File: config.mk
export PLATFORM = sky130hd
export DESIGN_NAME = demux_1xn_striper
export DESIGN_NICKNAME = d
export VERILOG_FILES = /design/src/rtl/demux_1xn_striper.sv
export SDC_FILE = /design/constraint.sdc
export NUM_CORES = 1
export LEC_CHECK = 0
export BUFFER_PORTS_ARGS = -buffer_cell sky130_fd_sc_hd__buf_4
export CORE_MARGIN = 2
export CORE_UTILIZATION = 30
export DETAILED_ROUTE_END_ITERATION = 10
export SLEW_MARGIN = 20
export SYNTH_ARGS = -nofsm -noshare
export SYNTH_HDL_FRONTEND = slang
export SYNTH_SLANG_ARGS = --single-unit
File: constraint.sdc
create_clock -name clk -period 2.2 [get_ports clk]
set_input_delay 0.11 -clock clk [delete_from_list [all_inputs] [get_ports clk]]
set_output_delay 0.11 -clock clk [all_outputs]
set_load 0.01 [all_outputs]
File: src/rtl/demux_1xn_striper.sv
// demux_1xn_striper: collects a serial word stream round-robin into LANES lanes and
// emits each group as one parallel word. Optional statistics counters: DEMUX_STATS_EN.
module demux_1xn_striper #(
    parameter int DATA_WIDTH = 8,
    parameter int LANES      = 4,
    parameter int PTR_W      = $clog2(LANES)
) (
    input  logic                        clk,
    input  logic                        reset_L,
    input  logic [DATA_WIDTH-1:0]       in_data,
    input  logic                        in_valid,
    output logic                        in_ready,
    input  logic                        flush,
    output logic [LANES*DATA_WIDTH-1:0] out_data,
    output logic [LANES-1:0]            out_lane_mask,
    output logic                        out_valid,
    input  logic                        out_ready,
    output logic [PTR_W-1:0]            fill_ptr
`ifdef DEMUX_STATS_EN
    ,
    output logic [15:0]                 grp_cnt,
    output logic [7:0]                  flush_cnt
`endif
);

    localparam int              OUT_W    = LANES * DATA_WIDTH;
    localparam logic [PTR_W-1:0] LAST_PTR = PTR_W'(LANES - 1);

    typedef enum logic [0:0] {
        ST_FILL = 1'b0,
        ST_HOLD = 1'b1
    } state_t;

    state_t             state_r;
    logic               in_ready_r;
    logic [OUT_W-1:0]   asm_r;
    logic [LANES-1:0]   mask_r;
    logic [PTR_W-1:0]   fill_ptr_r;
    logic [OUT_W-1:0]   out_data_r;
    logic [LANES-1:0]   out_mask_r;
    logic               out_valid_r;

    logic               accept_s;
    logic               out_free_s;
    logic               last_s;
    logic               emit_s;
    logic               load_s;
    logic [OUT_W-1:0]   asm_next_s;
    logic [LANES-1:0]   mask_next_s;
    logic [OUT_W-1:0]   load_data_s;
    logic [LANES-1:0]   load_mask_s;
    logic [PTR_W-1:0]   ptr_inc_s;

    assign in_ready      = in_ready_r;
    assign out_data      = out_data_r;
    assign out_lane_mask = out_mask_r;
    assign out_valid     = out_valid_r;
    assign fill_ptr      = fill_ptr_r;

    // Next assembly contents and the emit/load decisions for this cycle
    always_comb begin
        accept_s    = in_valid & in_ready_r;
        out_free_s  = ~out_valid_r | out_ready;
        asm_next_s  = asm_r;
        mask_next_s = mask_r;
        for (int i = 0; i < LANES; i++) begin
            if (accept_s && (fill_ptr_r == PTR_W'(i))) begin
                asm_next_s[i*DATA_WIDTH +: DATA_WIDTH] = in_data;
                mask_next_s[i]                         = 1'b1;
            end else begin
                asm_next_s[i*DATA_WIDTH +: DATA_WIDTH] = asm_r[i*DATA_WIDTH +: DATA_WIDTH];
                mask_next_s[i]                         = mask_r[i];
            end
        end
        last_s = accept_s & (fill_ptr_r == LAST_PTR);
        if (fill_ptr_r == LAST_PTR) begin
            ptr_inc_s = {PTR_W{1'b0}};
        end else begin
            ptr_inc_s = fill_ptr_r + PTR_W'(1);
        end
        emit_s      = 1'b0;
        load_s      = 1'b0;
        load_data_s = asm_next_s;
        load_mask_s = mask_next_s;
        case (state_r)
            ST_FILL: begin
                emit_s = last_s | (flush & (|mask_next_s));
                load_s = emit_s & out_free_s;
            end
            ST_HOLD: begin
                load_s      = out_free_s;
                load_data_s = asm_r;
                load_mask_s = mask_r;
            end
            default: begin
                emit_s = 1'b0;
                load_s = 1'b0;
            end
        endcase
    end

    // Assembly buffer, lane pointer and FILL/HOLD state machine
    always_ff @(posedge clk or negedge reset_L) begin
        if (!reset_L) begin
            state_r    <= ST_FILL;
            in_ready_r <= 1'b1;
            asm_r      <= {OUT_W{1'b0}};
            mask_r     <= {LANES{1'b0}};
            fill_ptr_r <= {PTR_W{1'b0}};
        end else begin
            case (state_r)
                ST_FILL: begin
                    if (emit_s && out_free_s) begin
                        asm_r      <= {OUT_W{1'b0}};
                        mask_r     <= {LANES{1'b0}};
                        fill_ptr_r <= {PTR_W{1'b0}};
                    end else if (emit_s) begin
                        // Output still occupied: freeze the group until it drains
                        asm_r      <= asm_next_s;
                        mask_r     <= mask_next_s;
                        fill_ptr_r <= accept_s ? ptr_inc_s : fill_ptr_r;
                        state_r    <= ST_HOLD;
                        in_ready_r <= 1'b0;
                    end else begin
                        asm_r      <= asm_next_s;
                        mask_r     <= mask_next_s;
                        fill_ptr_r <= accept_s ? ptr_inc_s : fill_ptr_r;
                    end
                end
                ST_HOLD: begin
                    if (out_free_s) begin
                        asm_r      <= {OUT_W{1'b0}};
                        mask_r     <= {LANES{1'b0}};
                        fill_ptr_r <= {PTR_W{1'b0}};
                        state_r    <= ST_FILL;
                        in_ready_r <= 1'b1;
                    end else begin
                        state_r    <= ST_HOLD;
                        in_ready_r <= 1'b0;
                    end
                end
                default: begin
                    state_r    <= ST_FILL;
                    in_ready_r <= 1'b1;
                end
            endcase
        end
    end

    // Output register: loads a group when free, otherwise holds until consumed
    always_ff @(posedge clk or negedge reset_L) begin
        if (!reset_L) begin
            out_data_r  <= {OUT_W{1'b0}};
            out_mask_r  <= {LANES{1'b0}};
            out_valid_r <= 1'b0;
        end else if (load_s) begin
            out_data_r  <= load_data_s;
            out_mask_r  <= load_mask_s;
            out_valid_r <= 1'b1;
        end else if (out_ready) begin
            out_valid_r <= 1'b0;
        end else begin
            out_valid_r <= out_valid_r;
        end
    end

`ifdef DEMUX_STATS_EN
    logic [15:0] grp_cnt_r;
    logic [7:0]  flush_cnt_r;

    assign grp_cnt   = grp_cnt_r;
    assign flush_cnt = flush_cnt_r;

    // Group counter wraps; partial-group counter saturates
    always_ff @(posedge clk or negedge reset_L) begin
        if (!reset_L) begin
            grp_cnt_r   <= 16'h0000;
            flush_cnt_r <= 8'h00;
        end else if (load_s) begin
            grp_cnt_r <= grp_cnt_r + 16'h0001;
            if (!(&load_mask_s) && (flush_cnt_r != 8'hFF)) begin
                flush_cnt_r <= flush_cnt_r + 8'h01;
            end else begin
                flush_cnt_r <= flush_cnt_r;
            end
        end else begin
            grp_cnt_r   <= grp_cnt_r;
            flush_cnt_r <= flush_cnt_r;
        end
    end
`endif

endmodule

==> results.sh <==
export IMPL_die_width_um=120.3
export IMPL_worst_ep_arrival_time_ns=2.30
export IMPL_cellLeakagePower_nw=2.614
export IMPL_hp_class="in -> reg"
export IMPL_drv_slew=0
export IMPL_grt_overflow=0
export IMPL_ios=53
export IMPL_met3_length_um=455
export IMPL_topRoutingLayerUsed="met4"
export IMPL_wl_per_cell_um=17.07
export IMPL_synthTopCellsByCount="dfrtp_1 (76), nand3_1 (37), mux2i_1 (35), o21ai_0 (35), mux2_4 (33)"
export IMPL_ys_types=26
export IMPL_h_tree_depth=3
export IMPL_dr_first_iter_drc_count=177
export IMPL_holdWs_ns=0.1613
export IMPL_power_density_mw_per_mm2=614.7
export IMPL_yosysMostFrequentCell="dfrtp_1"
export IMPL_ys_async_sr_fraction=1.000
export IMPL_max_vdd_ir_drop_v=0.0003452
export IMPL_die_area_sq_mm=0.01447
export IMPL_outcome="completed"
export IMPL_drt_pass1_iter_count=4
export IMPL_gp_congestion=0.8127
export IMPL_die_y_um=120.3
export IMPL_wl_met1_mm=4.675
export IMPL_placed_area_sq_mm=0.004648
export IMPL_crit_path_start_kind="flip-flop"
export IMPL_grt_max_degree=68
export IMPL_cts_clk_slew_worst_paths_ns=0.06
export IMPL_fmax_mhz=479.3
export IMPL_antenna_left=0
export IMPL_num_vias=2783
export IMPL_grt_pass1_wl_mm=15.63
export IMPL_synth_seq_cells=77
export IMPL_cts_buffers=9
export IMPL_final_setup_viol_count=0
export IMPL_synth_top_area_share=0.4687
export IMPL_layout_min_cycle_time_ns=2.086
export IMPL_fin_skew_ns=0.007233
export IMPL_cts_tree="yes"
export IMPL_total_power_mw=3.082
export IMPL_design_core_area_sq_mm=0.01324
export IMPL_syn_to_final_growth_pct=23.56
export IMPL_clk_path_buf_depth=2
export IMPL_hold_violations=0
export IMPL_syn_inst=340
export IMPL_grt_pass1_vias=2881
export IMPL_drc=0
export IMPL_final_area_sq_mm=0.005014
export IMPL_cp_max_fo=10
export IMPL_antennaDiodeCount=0
export IMPL_yosys_area_top_type="dfrtp_1"
export IMPL_syn_avg_cell_area_sq_um=11.93
export IMPL_hpwl_mm=5.931
export IMPL_synth_edff_count=0
export IMPL_rsz0062_at_grt="true"
export IMPL_worstSkewPairLatency_ns=0.34
export IMPL_drive_gt1_frac=0.3734
export IMPL_fp_row_count=42
export IMPL_required_ns=2.41
export IMPL_worst_pin_slew_ns=0.5885
export IMPL_drv_cap=0
export IMPL_vias_per_cell=4.840
export IMPL_synth_area_leaders="dfrtp_1 (47%), mux2_4 (12%), mux2_2 (8.9%)"
export IMPL_nets=412
export IMPL_slew_headroom=0.6077
export IMPL_port_buffers=52
export IMPL_synth_nets=357
export IMPL_end_kind="flip-flop"
export IMPL_yosysWarnings=0
export IMPL_met2_length_mm=4.514
export IMPL_ys_seq_area_frac=0.4752
export IMPL_crit_type="reg -> reg"
export IMPL_antenna_found_initial=0
export IMPL_cts_sinks=77
export IMPL_wirelength_mm=9.814
export IMPL_netlist_area_sq_mm=0.004058
export IMPL_grt_usage=0.1405
export IMPL_start_util=0.3064
export IMPL_root_buffer="clkbuf_16"
export IMPL_fin_crit_sh=0.9483
export IMPL_postCtsSetupBuffers=0
export IMPL_ys_flop_type="dfrtp_1"
==> per-layer routing <==
layer,GRT usage,vias up
met5,0,-
met4,0.05959,0
met1,0.1922,1391
met2,0.2209,63
met3,0.02311,12
li1,-,1317
==> flip-flops by register name (all words and copies together) (netlist names) <==
signal / cells
mask_r: 4
out_valid: 1
out_lane_mask: 4
asm_r: 32
state_r: 1
out_data: 32
in_ready: 1
fill_ptr: 2
==> cell families (layout without fill, tap and decap cells) <==
family          after synthesis  count (layout)  share of synthesized area
fa+ha+maj                     4               4                    0.01233
compound gates               41              43                    0.05890
flops                        77              77                     0.4752
mux                         100             100                     0.2973
simple gates                 92              92                     0.1237
buf+inv                      26              83                    0.03268
==> critical path: stages, from the launching register on <==
cell and delay (ns):
dfstp_2 0.63, and3b_1 0.33, nand2_1 0.34, mux2_2 0.41, mux2_4 0.26
==> cells in the final DEF (no fill, tap or decap), types with 2 or more instances in the layout <==
master / Yosys / layout
nand2_1: 6 / 6
nor2b_1: 4 / 3
mux2_2: 32 / 32
dfrtp_1: 76 / 76
mux2_4: 33 / 33
clkbuf_16: 0 / 9
mux2i_1: 35 / 35
nor2_1: 5 / 5
inv_1: 4 / 4
bufinv_16: 0 / 2
ha_1: 4 / 4
buf_4: 0 / 62
and2_1: 32 / 32
nand2b_1: 4 / 4
o31a_4: 1 / 3
nand3_1: 37 / 37
o21ai_0: 35 / 34
==> timing repair <==
action,CTS,global route
hold endpoints to repair,39,0
pin swaps,0,1
hold buffers,1,0
endpoints found under the setup margin,33,22
gates cloned,1,1
gates resized for setup,1,2
==> power by group <==
group          switching, mW  internal [mW]  leakage, nW
clock                  0.572           1.02        0.152
sequential                 0           1.42         1.06
combinational         0.0549         0.0215         1.41
==> final cells by class <==
cell class | instances | area, sq um
well taps | 176 | 220.2
inverters | 4 | 15.01
repair buffers | 64 | 495.5
fillers | 1308 | 8229
clock buffers | 11 | 242.7
multi-input cells | 239 | 2039
clock inverters | 4 | 72.57
flip-flops and latches | 77 | 1928
==> metrics by stage <==
| step | TNS, ns | utilization | setup WS, ns | std cells |
|---|---|---|---|---|
| 6_report | 0 | 0.3786 | 0.1137 | 575 |
| 5_1_grt | -0.007199 | 0.3786 | -0.005724 | 575 |
| 4_1_cts | 0 | 0.3769 | 0.07888 | 574 |
| 3_5_place_dp | -0.4384 | 0.3510 | -0.01886 | 557 |
| 3_3_place_gp | 0 | 0.3510 | 0.09154 | 557 |
| 2_1_floorplan | 0 | - | 0.2115 | 340 |
==> path summary, 6_finish.rpt <==
path                         startpoint      endpoint  slack (ns)  depth (start not counted)
min in group asynchronous       reset_L  out_data[26]        0.31                          2
max in group asynchronous       reset_L  out_data[13]        1.28                          3
min reg2reg                out_data[30]  out_data[30]        0.51                          1
min                          in_data[6]     asm_r[14]        0.16                          3
max reg2reg                    in_ready  out_data[15]        0.11                          4
max                            in_ready  out_data[15]        0.11                          4
(Power assumes the default switching activity.)
